[src/rtl/hs_responder_pkg.sv]
// Shared types, default parameters and helpers for the hs_responder slice.
package hs_responder_pkg;

    typedef enum logic [1:0] {
        IDLE       = 2'b00,
        ACK_HIGH   = 2'b01,
        WAIT_SPACE = 2'b10
    } state_e;

    localparam int unsigned DEF_DATA_W      = 8;
    localparam int unsigned DEF_DEPTH       = 4;
    localparam int unsigned DEF_ACK_TIMEOUT = 2;

    // Caller truncates to pointer width; modulo arithmetic makes the low bits exact.
    function automatic logic [31:0] fifo_level(input logic [31:0] wr, input logic [31:0] rd);
        return wr - rd;
    endfunction

endpackage

[src/rtl/hs_rsp_fifo.sv]
// Synchronous FIFO with extra-MSB pointers; a pop frees space for a same-cycle push when full.
module hs_rsp_fifo
    import hs_responder_pkg::*;
#(
    parameter int unsigned DATA_W = DEF_DATA_W,
    parameter int unsigned DEPTH  = DEF_DEPTH,
    parameter int unsigned ADDR_W = $clog2(DEPTH)
) (
    input  logic              clk,
    input  logic              rst_n,
    input  logic              push,
    input  logic              pop,
    input  logic [DATA_W-1:0] din,
    output logic [DATA_W-1:0] dout,
    output logic [ADDR_W:0]   level,
    output logic              full,
    output logic              empty
);

    logic [DATA_W-1:0] r_mem [DEPTH];
    logic [ADDR_W:0]   r_wr_ptr;
    logic [ADDR_W:0]   r_rd_ptr;
    logic              w_do_push;
    logic              w_do_pop;

    assign empty     = (r_wr_ptr == r_rd_ptr);
    assign full      = (r_wr_ptr[ADDR_W] != r_rd_ptr[ADDR_W]) &&
                       (r_wr_ptr[ADDR_W-1:0] == r_rd_ptr[ADDR_W-1:0]);
    assign level     = (ADDR_W+1)'(fifo_level(32'(r_wr_ptr), 32'(r_rd_ptr)));
    assign w_do_pop  = pop & ~empty;
    assign w_do_push = push & (~full | w_do_pop);
    assign dout      = empty ? '0 : r_mem[r_rd_ptr[ADDR_W-1:0]];

    always_ff @(posedge clk or negedge rst_n) begin
        if (!rst_n) begin
            r_wr_ptr <= '0;
            r_rd_ptr <= '0;
        end else begin
            if (w_do_push) r_wr_ptr <= r_wr_ptr + (ADDR_W+1)'(1);
            if (w_do_pop)  r_rd_ptr <= r_rd_ptr + (ADDR_W+1)'(1);
        end
    end

    always_ff @(posedge clk) begin
        if (w_do_push) r_mem[r_wr_ptr[ADDR_W-1:0]] <= din;
    end

endmodule

[src/rtl/hs_responder.sv]
// Four-phase req/ack responder: captures req_data into a FIFO and drains it over valid/ready.
module hs_responder
    import hs_responder_pkg::*;
#(
    parameter int unsigned DATA_W      = DEF_DATA_W,
    parameter int unsigned DEPTH       = DEF_DEPTH,
    parameter int unsigned ADDR_W      = $clog2(DEPTH),
    parameter int unsigned ACK_TIMEOUT = DEF_ACK_TIMEOUT
) (
    input  logic              clk,
    input  logic              rst_n,
    input  logic              req,
    input  logic [DATA_W-1:0] req_data,
    output logic              ack,
    output logic              rsp_valid,
    input  logic              rsp_ready,
    output logic [DATA_W-1:0] rsp_data,
    output logic [ADDR_W:0]   level,
    output logic              full,
    output logic              empty,
    output logic [7:0]        txn_count,
    output logic              stall_timeout,
    output logic              proto_err,
    input  logic              clr_err
);

    localparam int unsigned        STALL_W   = $clog2(ACK_TIMEOUT + 1);
    localparam logic [STALL_W-1:0] STALL_MAX = STALL_W'(ACK_TIMEOUT);

    state_e             r_state;
    logic               r_ack;
    logic               r_stall_timeout;
    logic               r_proto_err;
    logic [7:0]         r_txn_count;
    logic [STALL_W-1:0] r_stall_cnt;
    logic [STALL_W-1:0] w_stall_nxt;
    logic               w_full;
    logic               w_empty;
    logic               w_pop;
    logic               w_space;
    logic               w_push;

    // A full FIFO is never empty, so rsp_ready alone guarantees a same-cycle pop.
    assign w_pop       = ~w_empty & rsp_ready;
    assign w_space     = ~w_full | rsp_ready;
    assign w_push      = req & w_space & ((r_state == IDLE) || (r_state == WAIT_SPACE));
    assign w_stall_nxt = (r_stall_cnt == STALL_MAX) ? r_stall_cnt : r_stall_cnt + STALL_W'(1);

    hs_rsp_fifo #(
        .DATA_W (DATA_W),
        .DEPTH  (DEPTH)
    ) u_fifo (
        .clk   (clk),
        .rst_n (rst_n),
        .push  (w_push),
        .pop   (w_pop),
        .din   (req_data),
        .dout  (rsp_data),
        .level (level),
        .full  (w_full),
        .empty (w_empty)
    );

    always_ff @(posedge clk or negedge rst_n) begin
        if (!rst_n) begin
            r_state         <= IDLE;
            r_ack           <= 1'b0;
            r_txn_count     <= '0;
            r_stall_cnt     <= '0;
            r_stall_timeout <= 1'b0;
            r_proto_err     <= 1'b0;
        end else begin
            // Clear first so a same-cycle set below takes precedence.
            if (clr_err) begin
                r_stall_timeout <= 1'b0;
                r_proto_err     <= 1'b0;
            end
            if (w_push) r_txn_count <= r_txn_count + 8'd1;
            case (r_state)
                IDLE: begin
                    if (req) begin
                        if (w_space) begin
                            r_state <= ACK_HIGH;
                            r_ack   <= 1'b1;
                        end else begin
                            r_state     <= WAIT_SPACE;
                            r_stall_cnt <= STALL_W'(1);
                            if (ACK_TIMEOUT <= 1) r_stall_timeout <= 1'b1;
                        end
                    end
                end
                WAIT_SPACE: begin
                    if (!req) begin
                        r_state     <= IDLE;
                        r_stall_cnt <= '0;
                        r_proto_err <= 1'b1;
                    end else if (w_space) begin
                        r_state     <= ACK_HIGH;
                        r_ack       <= 1'b1;
                        r_stall_cnt <= '0;
                    end else begin
                        r_stall_cnt <= w_stall_nxt;
                        if (w_stall_nxt == STALL_MAX) r_stall_timeout <= 1'b1;
                    end
                end
                ACK_HIGH: begin
                    if (!req) begin
                        r_state <= IDLE;
                        r_ack   <= 1'b0;
                    end
                end
                default: begin
                    r_state <= IDLE;
                    r_ack   <= 1'b0;
                end
            endcase
        end
    end

    assign ack           = r_ack;
    assign rsp_valid     = ~w_empty;
    assign full          = w_full;
    assign empty         = w_empty;
    assign txn_count     = r_txn_count;
    assign stall_timeout = r_stall_timeout;
    assign proto_err     = r_proto_err;

endmodule

[config.mk]
export PLATFORM = sky130hd
export DESIGN_NAME = hs_responder
export DESIGN_NICKNAME = d
export VERILOG_FILES = /design/src/rtl/hs_responder_pkg.sv /design/src/rtl/hs_rsp_fifo.sv /design/src/rtl/hs_responder.sv
export SDC_FILE = /design/constraint.sdc
export NUM_CORES = 1
export LEC_CHECK = 0
export CORE_MARGIN = 3
export CORE_UTILIZATION = 45
export DETAILED_ROUTE_END_ITERATION = 12
export GPL_TIMING_DRIVEN = 0
export PLACE_DENSITY = 0.69
export RECOVER_POWER = 100
export SLEW_MARGIN = 20
export SYNTH_ARGS = -nofsm -noshare
export SYNTH_HDL_FRONTEND = slang
export SYNTH_SLANG_ARGS = --single-unit
[constraint.sdc]
create_clock -name clk -period 3.7 [get_ports clk]
set_input_delay 0.74 -clock clk [delete_from_list [all_inputs] [get_ports clk]]
set_output_delay 0.74 -clock clk [all_outputs]
set_load 0.01 [all_outputs]
==> results of run 1 <==
## placed cells by master (no fill, tap or decap), types with 2 or more instances in the layout
master and count:
and2_0 9, and2_1 3, and3_1 2, clkbuf_1 4
clkbuf_8 6, clkdlybuf4s50_1 7, dfrtp_1 21, dlygate4sd3_1 29
edfxtp_1 32, ha_1 9, inv_1 12, mux2_2 2
mux4_2 8, nand2_1 5, nand2b_1 2, nand3_1 3
nand4_1 4, nor2_1 4, nor4_1 2, o21ai_0 4
xnor2_1 10, xor2_1 2
## power groups by stage
| stage | combinational, mW | clock (mW) | sequential [mW] |
|---|---|---|---|
| CTS | 1.16 | 0.409 | 0.855 |
| global route | 1.15 | 0.433 | 0.868 |
| finish | 1.04 | 0.397 | 0.852 |
| floorplan | 0.620 | 0 | 0.863 |
| detailed placement | 1.16 | 0 | 0.866 |
| global placement | 1.13 | 0 | 0.856 |
## synth_stat cells
cell      count
dfrtp_1      21
nor4_1        1
o21ai_1       1
nand3_1       3
a211oi_1      1
clkbuf_1      2
mux2_2        2
ha_1          9
o21ai_0       3
xnor2_1      10
nand2_2       1
inv_1        12
nand2b_1      2
o22ai_1       1
and3_1        2
nand4_1       4
buf_6         1
and2_4        1
mux4_2        8
xor2_1        2
nand2_4       1
xnor2_2       1
nand2_1       5
buf_2         1
edfxtp_1     32
and2_1       11
nor4_4        1
fa_1          1
a21oi_1       1
o311a_4       1
nor2_1        4
## worst max-delay path by stage
| stage | end | slack, ns | cells after the start |
|---|---|---|---|
| 3_5_place_dp | rsp_data[1] | 0.33 | 7 |
| 2_1_floorplan | rsp_data[0] | 1.31 | 6 |
| 6_report | rsp_data[1] | 0.26 | 7 |
| 3_3_place_gp | rsp_data[1] | 0.43 | 7 |
| 4_1_cts | rsp_data[1] | 0.24 | 7 |
| 5_1_grt | rsp_data[1] | 0.1 | 7 |
## layout make-up
cell class | count | area (um2) | area share, %
multi-input cells | 77 | 709 | 25.1
plain buffers | 4 | 17.5 | 0.621
well taps | 67 | 83.8 | 2.97
clock buffers | 7 | 86.3 | 3.06
repair buffers | 37 | 364 | 12.9
clock inverters | 1 | 30.0 | 1.06
inverters | 12 | 45.0 | 1.60
flip-flops and latches | 53 | 1490 | 52.7
## state kept, by name (all words and copies together) (netlist names)
register         flops
ack                  1
proto_err            1
r_stall_cnt          2
r_state              2
stall_timeout        1
txn_count            8
u_fifo.r_mem        32
u_fifo.r_rd_ptr      3
u_fifo.r_wr_ptr      3
## metal layers
layer  share of wire (%)  track usage (%)
met1                  43             18.8
met3                 4.3             4.29
met4                 1.4             4.80
met2                  52             25.8
met5                   0                0
## stage by stage
stage                     power (mW)  cells  cell area [um2]  setup slack (ns)
final                           2.29    258             2820             0.260
after global routing            2.45    258             2820            0.0993
after CTS                       2.43    258             2870             0.245
after detailed placement        2.02    250             2750             0.332
after global placement          1.99    250             2750             0.430
after floorplan                 1.48    146             2290              1.31
## kinds of logic (layout without fill, tap and decap cells)
family,Yosys count,after routing,share of synthesized area (%)
DFF,53,53,64.8
and+or+nand+nor,36,36,9.66
buffers and inverters,16,61,3.00
xor gates and xnor gates,13,13,5.29
adders and majority gates,10,10,5.78
muxes,10,10,8.84
AOI/OAI and AO/OA,8,8,2.62
## what timing repair did
action,CTS,global route
endpoints found under the hold margin,0,0
endpoints found under the setup margin,3,0
resized for setup,1,0
## worst max-delay path, delay by kind of cell, from the launching register on
| kind | cells | cell delay [ns] |
|---|---|---|
| buffers and inverters | 4 | 1.37 |
| AND/OR/NAND/NOR | 2 | 0.30 |
| flip-flops | 1 | 0.41 |
| adder cells (fa/ha/maj) | 1 | 0.32 |
==> results.py, run 1 <==
metrics = {
    "final_layout": {
        "area_delta_synth_final_pct": 23.1,
        "final_net_count": 213,
        "antenna_cells": 0,
        "fillers": 409,
        "layout-drive-gt1-share_pct": 11.5,
        "final_core_util_pct": 58.6,
    },
    "grt": {
        "grt_pass1_vias": 1369,
        "track_usage_pct": 15.2,
        "grt_max_degree": 22,
        "grt.overflow.total": 0,
        "antenna_found_initial": 0,
        "grt_pass1_wl_mm": 6.92,
    },
    "sta": {
        "whs_ns": 0.483,
        "maxSlewHeadroom_pct": 21.2,
        "fin_crit_sh_pct": 93.0,
        "skew_ns": 0.00675,
        "hold_viol_final": 0,
        "period_needed_ns": 3.44,
        "worst_pin_slew_ns": 1.18,
        "fmax_mhz": 291,
        "fin_tns_setup_ns": 0,
        "slew_viol_final": 0,
        "rsz0062_at_grt": "false",
        "setup_viol": 0,
    },
    "setup_path": {
        "end_kind": "output port",
        "critPathRequiredTime_ns": 2.96,
        "cpPeakStageDelay_ns": 0.62,
        "crit_path_top_delay_cell": "dlygate4sd3_1",
        "worst-r2r-cell-count": 7,
        "critPathKind": "reg -> out",
        "start_kind": "flip-flop",
        "r2r_setup_slack_ns": 0.67,
        "worstPathArrival_ns": 2.70,
        "critPathLaunch": "u_fifo.r_rd_ptr[1]$_DFFE_PN0P_",
        "rr_startpoint": "u_fifo.r_rd_ptr[1]$_DFFE_PN0P_",
        "regToRegEndpoint": "u_fifo.r_mem[2][1]$_DFFE_PP_",
        "crit_fanout": 10,
        "crit_chain": "clkbuf_2 > inv_1 > ha_1 > nand3_1 > clkbuf_1 > and2_1 > dlygate4sd3_1",
    },
    "yosys": {
        "ys.warnings.count": 0,
        "syn-num-nets": 169,
        "ys_seq_area_share_pct": 64.8,
        "yosysTopAreaCell": "edfxtp_1",
        "avgSynthCellArea_um2": 15.7,
        "ys_types": 31,
        "netlist_area_mm2": 0.00229,
        "synth.top_cell.area_share_pct": 41.9,
        "synthCells": 146,
        "yosys-top-cells-area": "edfxtp_1 (42%), dfrtp_1 (23%), mux4_2 (7.9%)",
        "ys_ff_latch": 53,
    },
    "worst_hold_path": {
        "hold_depth": 1,
        "min_from": "txn_count[7]$_DFFE_PN0P_",
        "hold_end": "txn_count[7]$_DFFE_PN0P_",
        "hp-class": "reg -> reg",
    },
    "flow_run": {
        "maxCapViolations": 0,
    },
    "clock_tree": {
        "clk_latency_ns": 0.30,
        "cts_tree": "yes",
        "clock-sinks": 53,
        "clkSlewWorstSetupHoldPaths_ns": 0.09,
        "hold_buffers": 0,
        "cts_buffer_depth": 2,
        "htreeDepth": 2,
        "cts_root_buf": "clkbuf_8",
        "postCtsSetupBuffers": 0,
        "cts_inserted_buffers": 5,
    },
    "route": {
        "drc": 0,
        "routed_wl_mm": 4.18,
        "ant_nets": 0,
        "first_pass_iters": 4,
        "vias": 1281,
        "via_per_inst": 4.97,
        "drt-initial-drc-count": 74,
        "routedWlPerCell_um": 16.2,
    },
    "die": {
        "io_pins": 38,
        "coreArea_mm2": 0.00482,
        "start_util_pct": 47.6,
        "die-height_um": 77.4,
        "die_width_um": 77.4,
        "dieArea_mm2": 0.00599,
        "rows": 25,
    },
    "power": {
        "sw_frac_of_total_pct": 33.1,
        "p_seq_share_pct": 37.2,
        "vdd_drop_max_mv": 0.481,
        "power_density_mw_per_mm2": 811,
        "power.share.clock_pct": 17.3,
        "p_leak_nw": 1.11,
        "p_comb_share_pct": 45.5,
        "p_switching_mw": 0.758,
        "p_int_mw": 1.53,
    },
    "placement": {
        "dp.final_hpwl_mm": 2.97,
        "numPortBuffers": 37,
        "routabilityCongestion": 0.810,
    },
    "outcome": {
        "status": "finished, final reports clean",
    },
}
Note: power is estimated with default switching activity, not from simulation.
==> run 2, diff against run 1 <==
--- a/config.mk
+++ b/config.mk
@@ -5,13 +5,13 @@
 export SDC_FILE = /design/constraint.sdc
 export NUM_CORES = 1
 export LEC_CHECK = 0
+export ABC_AREA = 1
 export CORE_MARGIN = 3
 export CORE_UTILIZATION = 45
 export DETAILED_ROUTE_END_ITERATION = 12
 export GPL_TIMING_DRIVEN = 0
-export PLACE_DENSITY = 0.69
+export PLACE_DENSITY = 0.68
 export RECOVER_POWER = 100
-export SLEW_MARGIN = 20
 export SYNTH_ARGS = -nofsm -noshare
 export SYNTH_HDL_FRONTEND = slang
 export SYNTH_SLANG_ARGS = --single-unit
==> results.py, run 2 <==
metrics = {
    "outcome": {
        "status": "finished, final reports clean",
    },
    "yosys": {
        "ys.warnings.count": 0,
        "yosysTopAreaCell": "edfxtp_1",
        "synth_edf_count": 32,
        "syn-num-nets": 278,
        "synth_flop_cell": "edfxtp_1",
        "synth.top_cell.area_share_pct": 38.6,
        "avgSynthCellArea_um2": 9.77,
        "netlist_area_mm2": 0.00249,
        "synth.top_cells.by_count": "nand2_1 (55), nor2_1 (40), edfxtp_1 (32)",
        "ys_types": 23,
        "ys_seq_area_share_pct": 59.6,
        "ys_ff_latch": 53,
        "synthMostInstantiatedCell": "nand2_1",
        "async_flop_share_pct": 39.6,
        "yosys-top-cells-area": "edfxtp_1 (39%), dfrtp_1 (21%), nand2_1 (8.3%)",
        "synthCells": 255,
    },
    "final_layout": {
        "multiInputGateArea_um2": 838,
        "final_net_count": 322,
        "antenna_cells": 0,
        "layout-drive-gt1-share_pct": 9.00,
        "layout_common_cells": "nand2_1 (55), nor2_1 (40), dlygate4sd3_1 (34), edfxtp_1 (32), inv_1 (27)",
        "largest_reg_flops": 32,
        "fillers": 477,
        "area_delta_synth_final_pct": 21.1,
        "final_common_cell": "nand2_1",
        "regArea_mm2": 0.00149,
        "final_core_util_pct": 57.6,
    },
    "placement": {
        "routabilityCongestion": 0.750,
        "numPortBuffers": 37,
        "dp.final_hpwl_mm": 3.43,
        "pre_cts_ws_ns": 0.693,
    },
    "setup_path": {
        "start_kind": "flip-flop",
        "critPathKind": "reg -> out",
        "end_kind": "output port",
        "critPathRequiredTime_ns": 2.96,
        "r2r_setup_slack_ns": 0.93,
        "regToRegEndpoint": "u_fifo.r_mem[3][2]$_DFFE_PP_",
        "worstPathArrival_ns": 2.65,
        "rr_startpoint": "u_fifo.r_rd_ptr[1]$_DFFE_PN0P_",
        "crit_fanout": 10,
        "worst-r2r-cell-count": 9,
    },
    "sta": {
        "fmax_mhz": 295,
        "whs_ns": 0.490,
        "maxSlewHeadroom_pct": 34.6,
        "period_needed_ns": 3.39,
        "fin_tns_setup_ns": 0,
        "rsz0062_at_grt": "false",
        "slew_viol_final": 0,
        "worst_pin_slew_ns": 0.978,
        "setup_viol": 0,
        "fin_crit_sh_pct": 91.8,
        "worst_slack_ns": 0.305,
        "skew_ns": 0.00385,
        "hold_viol_final": 0,
    },
    "grt": {
        "track_usage_pct": 17.2,
        "grt_pass1_vias": 1704,
        "grt.overflow.total": 0,
        "grt_max_degree": 22,
        "antenna_found_initial": 0,
        "grt_pass1_wl_mm": 8.29,
    },
    "route": {
        "vias": 1779,
        "routed_wl_mm": 4.84,
        "drc": 0,
        "via_per_inst": 4.81,
        "drt-initial-drc-count": 118,
        "routedWlPerCell_um": 13.1,
        "ant_nets": 0,
        "first_pass_iters": 4,
    },
    "power": {
        "vdd_drop_max_mv": 0.377,
        "power_mw": 2.31,
        "power_density_mw_per_mm2": 764,
        "p_leak_nw": 1.34,
    },
    "worst_hold_path": {
        "hold_depth": 2,
        "hp-class": "reg -> reg",
        "hold_end": "proto_err$_DFF_PN0_",
        "min_from": "proto_err$_DFF_PN0_",
    },
    "clock_tree": {
        "clk_latency_ns": 0.31,
        "clock-sinks": 53,
        "ctsResizeCount": 0,
        "clkSlewWorstSetupHoldPaths_ns": 0.09,
        "cts_root_buf": "clkbuf_8",
        "cts_tree": "yes",
        "htreeDepth": 2,
        "cts_buffer_depth": 2,
        "cts_inserted_buffers": 5,
        "postCtsSetupBuffers": 0,
        "hold_buffers": 0,
    },
    "flow_run": {
        "maxCapViolations": 0,
    },
    "die": {
        "dieArea_mm2": 0.00647,
        "die_width_um": 80.4,
        "coreArea_mm2": 0.00524,
        "io_pins": 38,
        "rows": 26,
        "start_util_pct": 47.6,
        "die-height_um": 80.4,
    },
}
==> run 2: cell count changes after synthesis, moves of 5 or more <==
cell,previous run,this run
a21oi_1,1,8
o21ai_1,1,8
nand2_2,1,10
mux4_2,8,0
and2_1,11,0
nor2_1,4,40
o21ai_0,3,15
inv_2,0,5
xnor2_1,10,4
nand2_1,5,55
inv_1,12,25
==> run 2: metrics by stage <==
step | cell area (um2) | instances
finish | 3020 | 370
global route | 3020 | 370
CTS | 3040 | 370
detailed placement | 2950 | 362
global placement | 2950 | 362
floorplan | 2490 | 255
==> run 2: cells by family after synthesis <==
family / count (synthesis) / synth area share, %
buffers and inverters: 37 / 6.53
AOI/OAI and AO/OA: 31 / 6.22
adders and majority gates: 10 / 5.32
xor gates and xnor gates: 6 / 2.11
and+or+nand+nor: 118 / 20.2
DFF: 53 / 59.6
==> run 2: critical path, cell delays in order, from the launching register on <==
cell and delay, ns:
dfrtp_1 0.41, buf_2 0.25, inv_2 0.14, ha_1 0.31, nand2_1 0.08, inv_1 0.07
nand2_1 0.16, inv_2 0.14, a21oi_1 0.15, dlygate4sd3_1 0.62
==> run 2: routing by layer <==
| layer | vias up | track usage (%) | part of all wire (%) |
|---|---|---|---|
| met4 | 0 | 5.57 | 1.6 |
| met3 | 7 | 3.70 | 3.3 |
| met5 | - | 0 | 0 |
| met2 | 30 | 27.3 | 48 |
| met1 | 838 | 23.5 | 47 |
| li1 | 904 | - | - |
==> run 2: layout make-up <==
cell class	count	share of cell area, %
Buffer	6	0.912
Multi-Input combinational cell	165	27.8
Clock inverter	3	0.705
Clock buffer	5	2.28
Sequential cell	53	49.3
Timing Repair Buffer	37	12.3
Inverter	31	3.90
Tap cell	70	2.90
==> run 2: worst max-delay path by stage <==
stage                                   start           to
2_1_floorplan  u_fifo.r_rd_ptr[1]$_DFFE_PN0P_  rsp_data[0]
6_report       u_fifo.r_rd_ptr[1]$_DFFE_PN0P_  rsp_data[0]
4_1_cts        u_fifo.r_rd_ptr[1]$_DFFE_PN0P_  rsp_data[0]
5_1_grt        u_fifo.r_rd_ptr[1]$_DFFE_PN0P_  rsp_data[0]
3_5_place_dp   u_fifo.r_rd_ptr[1]$_DFFE_PN0P_  rsp_data[0]
3_3_place_gp   u_fifo.r_rd_ptr[1]$_DFFE_PN0P_  rsp_data[0]
==> run 2: power by group <==
| part | total, mW | switching, mW | internal [mW] |
|---|---|---|---|
| registers | 0.844 | 0.0875 | 0.757 |
| clock network | 0.328 | 0.194 | 0.135 |
| logic | 1.13 | 0.636 | 0.497 |
| total | 2.31 | 0.917 | 1.39 |
==> RTL edit 1, RTL diff (settings of run 2) <==
`DEF_ACK_TIMEOUT`: 2 -> 4.
--- a/src/rtl/hs_responder_pkg.sv
+++ b/src/rtl/hs_responder_pkg.sv
@@ -9,7 +9,7 @@
 
     localparam int unsigned DEF_DATA_W      = 8;
     localparam int unsigned DEF_DEPTH       = 4;
-    localparam int unsigned DEF_ACK_TIMEOUT = 2;
+    localparam int unsigned DEF_ACK_TIMEOUT = 4;
 
     // Caller truncates to pointer width; modulo arithmetic makes the low bits exact.
     function automatic logic [31:0] fifo_level(input logic [31:0] wr, input logic [31:0] rd);
Check against the original RTL: no difference found for any inputs over 10 cycles, from zero or initial values and one cycle with rst_n low; that may be too few to reach the edited logic, so the function may still have changed.
==> RTL edit 1 against run 2 <==
Synthesized cell count is 3.5% lower; wire length is 1.7% lower; total power is 5.6% higher; maximum frequency is 1.3% lower; sequential cell count is 1 higher; non-clock buffer count stayed put; critical endpoint is now rsp_data[1]; cell area is 1.5% higher; via count is 3.8% lower; synthesized area is 1.9% higher; worst setup slack worse by 0.044 ns; cell count is 2.4% lower.
==> RTL edit 1: results (changes against run 2) <==
Parameter                              Value

Clock network
  Cell at the root of the clock tree ... sky130_fd_sc_hd__clkbuf_8
  Clock-pin slew on the worst setup and hold paths ... 0.09 ns (about the same)
  Hold Buf Count CTS ... 0 (unchanged)

Place
  Worst slack at placement ... 0.6463 ns (-0.04717 ns)
  DPL Wire Length ... 3269 um (-4.8%)
  Global placement routability congestion ... 0.7562 (+0.87%)

Synth
  Top area cells in the synthesized netlist ... sky130_fd_sc_hd__edfxtp_1 38%, sky130_fd_sc_hd__dfrtp_1 22%, sky130_fd_sc_hd__nand2_1 6.7%
  Async set-or-reset flop fraction in the synthesized netlist ... 40.74% (+1.1 points)
  Commonest cells in the netlist ... 45 x sky130_fd_sc_hd__nand2_1, 44 x sky130_fd_sc_hd__nor2_1, 32 x sky130_fd_sc_hd__edfxtp_1
  Unique cell type count in the Yosys netlist ... 24 (+4.3%)
  Post-synthesis net count ... 270 (-2.9%)

Run status
  Run status ... finished, final reports clean

Timing
  Share of the cycle needed by the critical path after routing ... 92.94% (+1.2 points)
  Min Hold Slack ... 0.4950 ns (+0.004744 ns)
  Transition time at the pin with the least slew margin ... 1.015 ns (+0.03701 ns)
  Clock Skew ... 0.002618 ns (-0.001235 ns)

Hold path
  End point of the most critical hold path ... stall_timeout$_DFF_PN0_
  Source of the worst hold timing path ... stall_timeout$_DFF_PN0_

Final layout
  Post-layout nets ... 314 (-2.5%)
  Total of fill cells in the finished design ... 458 (-4.0%)
  Fraction of final layout cells with drive strength greater than 1 ... 6.873% (-2.1 points)
  Util after Layout ... 58.12% (+0.50 points)

Setup path
  Endpoint of the worst register-to-register path ... u_fifo.r_mem[3][1]$_DFFE_PP_
  CP Data Arrival Time ... 2.70 ns (+0.05 ns)
  Origin of the critical flop-to-flop path ... u_fifo.r_rd_ptr[1]$_DFFE_PN0P_
  Setup slack, reg-to-reg ... 1.01 ns (+0.08 ns)

Pwr
  Worst IR drop on VDD ... 0.0004587 V (+22%)
  P_leak ... 0.001327 uW (-1.0%)

GRT
  Maximum number of pins on one net before global-route repair ... 23 (+4.5%)
  Global-route usage over all layers ... 15.81% (-1.4 points)
  First-pass GRT wire length ... 7686 um (-7.2%)
  Via count of the first global-routing pass ... 1589 (-6.7%)

Detailed routing
  Wire length per cell after detailed routing ... 13.17 um (+0.76%)
  Detailed Route Iter0 Violations ... 58 (-51%)
  Vias after detailed routing ... 1712 (-3.8%)
## RTL edit 1: cell type report
cell class	instances	share of cell area (%)
sequential	54	49.35
multi-input combinational	159	27.90
timing repair buffer	37	12.09
inverter	27	3.309
tap	70	2.859
clock buffer	6	2.369
clock inverter	2	1.225
buffer	6	0.8987
## RTL edit 1: stage by stage
stage                     area (um^2)  power [uW]  std cells
after detailed placement         2998        2192        353
final                            3063        2436        361
after CTS                        3108        2592        361
after global routing             3063        2646        361
after global placement           2998        2172        353
after floorplan                  2540        1622        246
## RTL edit 1: critical path, delay by kind of cell (launching register included)
family	cells	cell delay, ns
AO/OA/AOI/OAI	1	0.19
adder cells (fa/ha/maj)	1	0.31
buffers and inverters	5	1.28
flip-flops	1	0.40
AND/OR/NAND/NOR	2	0.22
## RTL edit 1: cell families (layout without fill, tap and decap cells)
| kind of cell | Yosys count | after routing | share of synthesized area [%] |
|---|---|---|---|
| simple gates | 99 | 99 | 15.81 |
| flops | 54 | 54 | 59.51 |
| xor+xnor | 14 | 14 | 5.419 |
| fa+ha+maj | 11 | 11 | 5.714 |
| buf+inv | 33 | 78 | 6.108 |
| compound gates | 35 | 35 | 7.439 |
## RTL edit 1: metal layers
metal	GRT usage, %	part of all wire [%]	wire (um)	vias to the layer above
li1	-	-	-	877
met1	21.45	47	2226	777
met2	24.88	46	2180	51
met3	3.326	5.9	282	7
met4	6.250	1.4	65	0
met5	0	0	0	-
## RTL edit 1: worst max-delay path by stage
| stage | start | to | cells after the start |
|---|---|---|---|
| after floorplan | u_fifo.r_rd_ptr[1]$_DFFE_PN0P_ | rsp_data[0] | 8 |
| after global placement | u_fifo.r_rd_ptr[1]$_DFFE_PN0P_ | rsp_data[3] | 9 |
| after detailed placement | u_fifo.r_rd_ptr[1]$_DFFE_PN0P_ | rsp_data[3] | 9 |
| after CTS | u_fifo.r_rd_ptr[1]$_DFFE_PN0P_ | rsp_data[3] | 9 |
| after global routing | u_fifo.r_rd_ptr[1]$_DFFE_PN0P_ | rsp_data[1] | 9 |
| final | u_fifo.r_rd_ptr[1]$_DFFE_PN0P_ | rsp_data[1] | 9 |
## RTL edit 1: power breakdown
group / total, uW / internal [uW] / leakage, uW / switching, uW
registers: 882 / 783 / 0.000573 / 98.9
clock network: 390 / 202 / 0.0000514 / 188
logic: 1160 / 511 / 0.000702 / 653
==> RTL edit 2, RTL diff (flow settings as in run 2) <==
Made on the original files. Register the output `level`, cleared by the reset; this adds one clock of latency there. The other outputs are not delayed to match.
--- a/src/rtl/hs_responder.sv
+++ b/src/rtl/hs_responder.sv
@@ -26,6 +26,8 @@
 
     localparam int unsigned        STALL_W   = $clog2(ACK_TIMEOUT + 1);
     localparam logic [STALL_W-1:0] STALL_MAX = STALL_W'(ACK_TIMEOUT);
+
+    logic [ADDR_W:0] level_d;
 
     state_e             r_state;
     logic               r_ack;
@@ -56,7 +58,7 @@
         .pop   (w_pop),
         .din   (req_data),
         .dout  (rsp_data),
-        .level (level),
+        .level (level_d),
         .full  (w_full),
         .empty (w_empty)
     );
@@ -125,5 +127,13 @@
     assign stall_timeout = r_stall_timeout;
     assign proto_err     = r_proto_err;
 
+    always_ff @(posedge clk or negedge rst_n) begin
+        if (!rst_n) begin
+            level <= '0;
+        end else begin
+            level <= level_d;
+        end
+    end
+
 endmodule
 
Formal check against the unedited RTL: not equivalent (a bounded check fails within 4 cycles, from zero or initial values and one cycle with rst_n low).
==> RTL edit 2 against run 2 <==
Total power shrank 1.4%; worst setup slack lost 0.041 ns; via count grew 1.1%; synthesized area grew 1.9%; core utilization grew 0.71 points; critical path type unchanged; cell area grew 1.9%; clock skew grew 0.0079 ns; wire length shrank 1.2%; maximum frequency shrank 1.2%; die area grew 1.8%; sequential cell count grew 3; non-clock buffer count is the same; synthesized cell count grew 1.2%; count of clock-buffer cells in the layout is the same.
==> RTL edit 2: results (changes against run 2) <==
Parameter                              Value

Timing
  Clock Skew ... 0.01178 ns (+0.007923 ns)
  Min Hold Slack ... 0.4870 ns (-0.003199 ns)
  Headroom to the max-slew limit ... 28.41% (-6.2 points)

GRT
  Maximum number of pins on one net before global-route repair ... 25 (+14%)
  First-pass GRT wire length ... 8390 um (+1.3%)
  Via count of the first global-routing pass ... 1818 (+6.7%)

Pwr
  Clock-net power ... 329 uW (about the same)
  Combinational group share of total power ... 46.0% (-3.1 points)
  Power dissipated in combinational cells ... 1050 uW (-7%)

Detailed routing
  Detailed Route Iter0 Violations ... 70 (-41%)

Final layout
  Post-route cell area ... 0.003074 mm^2 (+1.9%)
  Clock Network Area Fraction ... 3.012% (+0.027 points)
  Multi-input logic portion of the cell area ... 26.50% (-1.3 points)
  Post-layout nets ... 325 (+0.93%)
  Multi-input combinational cell count ... 166 (+0.61%)
  Number of logic inverters in the finished layout ... 30 (-3.2%)
  Sequential cell area ... 0.001562 mm^2 (+5.1%)

Setup path
  Setup slack, reg-to-reg ... 0.84 ns (-0.09 ns)
  CP Data Arrival Time ... 2.70 ns (+0.05 ns)
  Setup crit end ... rsp_data[3]

Synth
  Top area cells in the synthesized netlist ... sky130_fd_sc_hd__edfxtp_1 38%, sky130_fd_sc_hd__dfrtp_1 24%, sky130_fd_sc_hd__nand2_1 9.5%
  Share of the synthesized area in compound gates (AO/OA/AOI/OAI) ... 5.911% (-0.31 points)
  Proportion of synthesized chip area in sequential cells ... 61.48% (+1.8 points)
  Area share of fa/ha/maj cells after synthesis ... 5.222% (-0.10 points)
  Flop and latch count out of synthesis ... 56 (+5.7%)

Run status
  Run status ... finished, final reports clean

Place
  Worst slack at placement ... 0.4568 ns (-0.2367 ns)
  DPL Wire Length ... 3491 um (+1.7%)
  Placement Cell Area ... 0.002998 mm^2 (+1.6%)
RTL edit 2: cell types whose count changed in the layout (fill, tap and decap cells not counted), moves of 2 or more:
cell / change
sky130_fd_sc_hd__nand2_2: -8
sky130_fd_sc_hd__o21ai_1: -5
sky130_fd_sc_hd__nand2_1: +9
sky130_fd_sc_hd__o21ai_0: +4
sky130_fd_sc_hd__clkinvlp_4: +2
sky130_fd_sc_hd__dfrtp_1: +3
sky130_fd_sc_hd__inv_2: -2
RTL edit 2: routing by layer:
metal	share of wire (%)	up-vias	wire length, um	GRT usage (%)
li1	-	912	-	-
met4	1.2	0	56	4.899
met1	46	853	2194	22.03
met3	3.1	5	146	3.659
met5	0	-	0	0
met2	50	29	2381	28.16
RTL edit 2: critical path, delay by kind of cell (launching register included):
family | cells | cell delay (ns)
AOI/OAI and AO/OA | 1 | 0.15
adders and majority gates | 1 | 0.36
buffers and inverters | 5 | 1.25
DFF | 1 | 0.41
and+or+nand+nor | 2 | 0.23
